$ cat src/rtl/serial_adder_pkg.sv
// Shared definitions for serial_adder: FSM state type, digit-count helper and
// the configuration check used at elaboration.
package serial_adder_pkg;

    typedef enum logic [1:0] {
        IDLE,
        RUN,
        DONE
    } state_t;

    function automatic int unsigned ndig(input int unsigned width, input int unsigned digit);
        return width / digit;
    endfunction

    function automatic bit cfg_ok(input int unsigned width, input int unsigned digit);
        return (width >= 2) && (digit != 0) && ((width % digit) == 0);
    endfunction

endpackage

$ cat src/rtl/serial_adder_fa_cell.sv
// One-bit full adder; chained DIGIT times inside serial_adder.
module fa_cell (
    input  logic A,
    input  logic B,
    input  logic Ci,
    output logic S,
    output logic Co
);

    logic w_p;

    assign w_p = A ^ B;
    assign S   = w_p ^ Ci;
    assign Co  = (A & B) | (Ci & w_p);

endmodule

$ cat src/rtl/serial_adder.sv
// Digit-serial adder/subtractor, DIGIT bits per clock, LSB digit first.
// Define SERIAL_ADDER_OVF_EN to add the registered signed-overflow output OVF.
module serial_adder
    import serial_adder_pkg::*;
#(
    parameter int unsigned WIDTH = 8,
    parameter int unsigned DIGIT = 1
) (
    input  logic             clk,
    input  logic             rst,
    input  logic             start,
    input  logic             SUB,
    input  logic [WIDTH-1:0] A,
    input  logic [WIDTH-1:0] B,
    input  logic             Ci,
    output logic             busy,
    output logic             done,
    output logic [WIDTH-1:0] S,
    output logic             Co
`ifdef SERIAL_ADDER_OVF_EN
   ,output logic             OVF
`endif
);

    localparam int unsigned NDIG = ndig(WIDTH, DIGIT);
    localparam int unsigned CW   = (NDIG > 1) ? $clog2(NDIG) : 1;

    if (!cfg_ok(WIDTH, DIGIT)) begin : g_cfg_err
        $error("serial_adder: WIDTH must be >= 2 and a multiple of DIGIT");
    end

    state_t           r_state;
    state_t           w_state_next;
    logic [WIDTH-1:0] r_a;
    logic [WIDTH-1:0] r_b;
    logic [WIDTH-1:0] r_sum;
    logic [WIDTH-1:0] r_s;
    logic             r_carry;
    logic             r_co;
    logic [CW-1:0]    r_cnt;
    logic [DIGIT:0]   w_c;
    logic [DIGIT-1:0] w_dig;
    logic [WIDTH-1:0] w_sum_next;
    logic             w_accept;
    logic             w_last;
`ifdef SERIAL_ADDER_OVF_EN
    logic             r_ovf;
`endif

    assign w_c[0] = r_carry;

    for (genvar gi = 0; gi < DIGIT; gi++) begin : g_ripple
        fa_cell u_fa (
            .A  (r_a[gi]),
            .B  (r_b[gi]),
            .Ci (w_c[gi]),
            .S  (w_dig[gi]),
            .Co (w_c[gi+1])
        );
    end

    // New digit enters at the MSB end so the LSB digit lands at bit 0 after NDIG shifts.
    assign w_sum_next = (r_sum >> DIGIT) | (WIDTH'(w_dig) << (WIDTH - DIGIT));
    assign w_accept   = ((r_state == IDLE) || (r_state == DONE)) && start;
    assign w_last     = (r_cnt == CW'(NDIG - 1));

    always_ff @(posedge clk or posedge rst) begin
        if (rst) begin
            r_state <= IDLE;
        end else begin
            r_state <= w_state_next;
        end
    end

    always_comb begin
        w_state_next = r_state;
        case (r_state)
            IDLE:    if (start) w_state_next = RUN;
            RUN:     if (w_last) w_state_next = DONE;
            DONE:    w_state_next = start ? RUN : IDLE;
            default: w_state_next = IDLE;
        endcase
    end

    always_ff @(posedge clk or posedge rst) begin
        if (rst) begin
            r_a     <= '0;
            r_b     <= '0;
            r_sum   <= '0;
            r_s     <= '0;
            r_carry <= 1'b0;
            r_co    <= 1'b0;
            r_cnt   <= '0;
`ifdef SERIAL_ADDER_OVF_EN
            r_ovf   <= 1'b0;
`endif
        end else if (w_accept) begin
            r_a     <= A;
            r_b     <= SUB ? ~B : B;
            r_carry <= SUB ? 1'b1 : Ci;
            r_cnt   <= '0;
        end else if (r_state == RUN) begin
            r_a     <= r_a >> DIGIT;
            r_b     <= r_b >> DIGIT;
            r_sum   <= w_sum_next;
            r_carry <= w_c[DIGIT];
            r_cnt   <= r_cnt + CW'(1);
            if (w_last) begin
                r_s   <= w_sum_next;
                r_co  <= w_c[DIGIT];
`ifdef SERIAL_ADDER_OVF_EN
                r_ovf <= w_c[DIGIT] ^ w_c[DIGIT-1];
`endif
            end
        end
    end

    assign busy = (r_state == RUN);
    assign done = (r_state == DONE);
    assign S    = r_s;
    assign Co   = r_co;
`ifdef SERIAL_ADDER_OVF_EN
    assign OVF  = r_ovf;
`endif

endmodule

$ cat config.mk
export PLATFORM = sky130hd
export DESIGN_NAME = serial_adder
export DESIGN_NICKNAME = d
export VERILOG_FILES = /design/src/rtl/serial_adder_pkg.sv /design/src/rtl/serial_adder_fa_cell.sv /design/src/rtl/serial_adder.sv
export SDC_FILE = /design/constraint.sdc
export NUM_CORES = 1
export LEC_CHECK = 0
export ABC_AREA = 0
export BUFFER_PORTS_ARGS = -buffer_cell sky130_fd_sc_hd__buf_2
export CAP_MARGIN = 15
export CORE_MARGIN = 1
export CORE_UTILIZATION = 50
export CTS_CLUSTER_SIZE = 14
export DETAILED_ROUTE_END_ITERATION = 16
export PLACE_DENSITY_LB_ADDON = 0.1
export REMOVE_ABC_BUFFERS = 1
export SYNTH_ARGS = -nofsm -noshare
export SYNTH_HDL_FRONTEND = slang
export SYNTH_SLANG_ARGS = --single-unit
$ cat constraint.sdc
create_clock -name clk -period 1.9 [get_ports clk]
set_input_delay 0.38 -clock clk [delete_from_list [all_inputs] [get_ports clk]]
set_output_delay 0.38 -clock clk [all_outputs]
set_load 0.02 [all_outputs]
## Word level (Yosys, flattened, before mapping)

Index checks and enable logic that the tools add are counted.

| word-level totals | value |
|---|---|
| bits in registers | 39 |
| bits of input ports | 21 |
| output and inout bits | 11 |
| logic and storage cells | 43 |

| operators by class | value |
|---|---|
| add/sub/neg operators | 1 |
| equal/unequal tests | 5 |
| multiplexer cells | 14 |
| bitwise logic cells | 8 |
| reductions and logical operators | 7 |

Operator list:

| cell | number |
|---|---|
| 2-to-1 mux 8 bit | 5 |
| NOT 8 bit | 1 |
| bitwise OR 7 x 8 -> 8 bit | 1 |
| 2-to-1 mux 3 bit | 2 |
| one-hot mux 2 bit (3 select lines) | 1 |
| 2-to-1 mux 1 bit | 4 |
| 2-to-1 mux 2 bit | 2 |
| AND reduction 2 bit | 2 |
| adder 3 x 1 -> 3 bit, second input constant | 1 |
| equality test 3 bit, second input constant | 1 |
| AND reduction 3 bit | 1 |
| AND 1 bit | 2 |
| equality test 2 x 1 -> 1 bit, second input constant | 1 |
| equality test 2 bit, second input constant | 1 |
| logical NOT 2 bit | 1 |
| inequality test 2 x 1 -> 1 bit, second input constant | 1 |
| inequality test 2 bit, second input constant | 1 |
| nonzero test 2 bit | 1 |
| XOR 1 bit | 2 |
| logical AND 1 bit | 1 |
| logical OR 1 bit | 1 |
| NOT 1 bit | 1 |
| bitwise OR 1 bit | 1 |

## Logic depth before layout (Yosys ltp)

| logic depth | value |
|---|---|
| depth in word-level cells | 5 |
| gate-level depth with buffers | 5 |
| depth with buffers taken out | 4 |

## Modules after synthesis

A second synthesis with hierarchy kept.

| second synthesis, totals | value |
|---|---|
| cells, all modules | 127 |
| area, all modules | 1687.9 um^2 |

Modules (own cells, without submodules):

| module | instances | cells each | area each (um^2) | sequential area each (um^2) |
|---|---|---|---|---|
| serial_adder | 1 | 126 | 1667.8 | 950.9 |
| fa_cell | 1 | 1 | 20.0 | 0.0 |

## Least setup slack after synthesis

Ideal clock, no wire load.

| timing path | value |
|---|---|
| kind | register -> register |
| from | reg r_cnt[0] |
| to | reg r_co (netlist: Co) |
| library setup time | 0.125 ns |
| data arrival time | 1.219 ns |
| data required time | 1.775 ns |
| path slack | 0.556 ns |
| stages on the path, launching flop included | 5 |
| path buffers | 0 |
| period minus slack after synthesis | 1.344 ns |
| cell sequence | dfrtp_1 ha_1 ha_1 nand2_8 mux2_4 |

| on the way | value |
|---|---|
| cells in the longest elaborated chain, start to end | 2 |

Ends and longest elaborated chain:

| item | RTL line | source |
|---|---|---|
| start, declared | serial_adder.sv:40 | `logic [CW-1:0] r_cnt;` |
| start signal, assigned | serial_adder.sv:107 | `r_cnt <= r_cnt + CW'(1);` |
| equality test 3 bit | serial_adder.sv:65 | `assign w_last = (r_cnt == CW'(NDIG - 1));` |
| AND reduction 3 bit (no source line) | -- |  |
| end signal, assigned | serial_adder.sv:110 | `r_co <= w_c[DIGIT];` |
| end, declared | serial_adder.sv:39 | `logic r_co;` |

No other way between the ends.
A chain may end at the register's enable or synchronous reset.

## Worst setup path after layout

| timing path | value |
|---|---|
| from | reg r_state[1] |
| to | out busy |

| on the way | value |
|---|---|
| cells in the longest elaborated chain, start to end | 1 |

Ends and longest elaborated chain:

| item | RTL line | source |
|---|---|---|
| start, declared | serial_adder.sv:32 | `state_t r_state;` |
| start signal, assigned | serial_adder.sv:71 | `r_state <= w_state_next;` |
| equality test 2 x 1 -> 1 bit | serial_adder.sv:118 | `assign busy = (r_state == RUN);` |
| end, declared | serial_adder.sv:16 | `output logic busy,` |

No other way between the ends.

==> metrics <==
CTS tree=done; Cells after Synth=126; number of global-route vias before repair=995; Routed Antenna Nets=0; core footprint=0.00315 sq mm; max-cap check violation count=0; final worst setup slack=0.135 ns; drt pass-1 iters=4; clk_lat worst skew=0.33 ns; Syn-to-layout area delta=14.2%; Critical Path RT=1.52 ns; Synth top area share=0.551; Setup crit start kind=register; first-pass GRT wire length=4.44 mm; Fillers=283; Post-DP HPWL=1.88 mm; post-synth top area cell=dfrtp_1; IO Port Bufs=31; gpl congestion=0.674; sequential-to-total area share from yosys stat=0.551; clock sink count=38; # hold bufs at CTS=0; placed inst area=0.00191 sq mm; Post-Syn Area per Cell=13.7 sq um; final WL=2.69 mm; Slew Limit Fails=0; RSZ-0062 raised after global routing=no; antenna cells=0; fraction of layout cells with a size suffix above 1=0.358; Final Core Density=0.625; leakage power=1.04 nW; CTS Buf Count=5; Die ar.=0.00369 sq mm; drt drc=0; synth unique cells=26; initial core utilization=0.547; Via density=5.02; Worst VDD drop=698 uV; Tightest Hold Check Type=input port to async pin; Cell Area, Synth=0.00173 sq mm; Slew headroom=0.473; gr usage total=0.171; Power Density=1680 mW/mm^2; Starting DRT DRC Count=25; I/O pin count=32; pin count of the biggest net entering global routing=39; Syn. warnings=0; worst-margin pin slew=0.787 ns; Crit Path Category=register to primary output; Tmin final=1.77 ns; most frequent cells in the layout=38 x dfrtp_1, 31 x buf_2, 14 x mux2_4, 9 x a22o_1, 8 x nand2_1; Final setup viols=0; Setup Buffers After CTS=0; standard-cell rows=20; status=finished, final reports clean; DP Worst Slack=0.313 ns; CTS Buffer Depth=2; grt total ovfl=0; Resized Gates After CTS=0; Final #Nets=185; total power=3.31 mW; commonest non-fill, non-tap cell in the layout=dfrtp_1; clk_skew=0.00761 ns; root buf cell=clkbuf_4; vias after detailed routing=1035; WL/cell=13.0 microns; final hold vios=0; crit-path max FO=14; H-Tree Depth=2; Die Wd=60.7 microns; Setup TNS=0 ns; f_max=0.566 GHz; initial antenna violation count=0; Final period util=0.929; crit path capture type=primary output; synthesized flop and latch total=38; Crit path arrival time=1.39 ns; Synth area leaders=dfrtp_1 55%, mux2_4 12%, a22o_1 4.6%, mux2i_1 3.5%, xor2_1 3.0%; Die Y=60.7 microns; fin area=0.00197 sq mm; Reg clk slew, reported paths=0.11 ns
path summary, 6_finish.rpt:
check	start	to	slack, ns	depth (start not counted)
max	r_state[1]	busy	0.13	3
min	rst	r_a[0]	0.13	3
max reg2reg	r_state[0]	r_cnt[0]	0.33	3
min reg2reg	r_a[2]	r_a[2]	0.49	1
max in group asynchronous	rst	r_a[7]	1.45	3
min in group clk	A[6]	r_a[6]	0.26	3
metrics by stage:
stage               cells  hold slack [ns]
floorplan             119            0.450
global placement      198            0.461
detailed placement    198            0.468
CTS                   206            0.139
global route          206            0.157
finish                206            0.133
metal layers:
layer  track usage  wire [microns]  vias up
li1              -               -      509
met1         0.212            1310      492
met2         0.279            1210       27
met3        0.0448             119        7
met4        0.0779              50        0
met5             0               0        -
registers in the layout (all words and copies together) (netlist names):
signal	count
r_a	8
Co	1
r_carry	1
r_state	2
r_b	8
r_sum	7
r_cnt	3
S	8
cell usage after synthesis:
library cell and n:
and2b_1 1, mux2_1 2, nand2b_1 1, inv_1 3
mux2_2 1, nor2b_1 2, o21ai_0 1, xor2_1 6
a21oi_1 1, nand2_8 1, o21ai_1 6, mux2_4 14
a221o_1 3, clkbuf_1 1, fa_1 1, buf_12 1
mux2i_1 6, a21o_1 6, buf_2 4, nand2_1 8
nor2_1 5, xnor2_1 2, ha_1 2, a22o_1 9
buf_6 1, dfrtp_1 38
cell type report:
type | count | area, sq um | share of cell area
timing repair buffer | 35 | 185 | 0.0940
clock inverter | 1 | 5.00 | 0.00254
inverter | 3 | 11.3 | 0.00571
clock buffer | 7 | 55.1 | 0.0279
tap | 44 | 55.1 | 0.0279
multi-input combinational | 78 | 708 | 0.359
sequential | 38 | 951 | 0.483
critical path, cell delays in order (launching register included):
cell and delay, ns:
dfrtp_1 0.38, and2b_1 0.23, buf_4 0.24, buf_2 0.20
report_power, final:
part	switching, mW	leakage [nW]	internal, mW	total [mW]
Combinational	0.671	0.538	0.791	1.46
Clock	0.243	0.0353	0.179	0.423
Sequential	0.238	0.466	1.19	1.43
Total	1.15	1.04	2.16	3.31
cells by family (layout without fill, tap and decap cells):
kind of cell    count (synthesis)  after routing  synth area share
buf+inv                        10             46            0.0384
flops                          38             38             0.551
simple gates                   18             18            0.0551
compound gates                 26             26             0.112
xor+xnor                        8              8            0.0406
mux                            23             23             0.176
fa+ha+maj                       3              3            0.0261
Power figures use the tool's default switching activity.
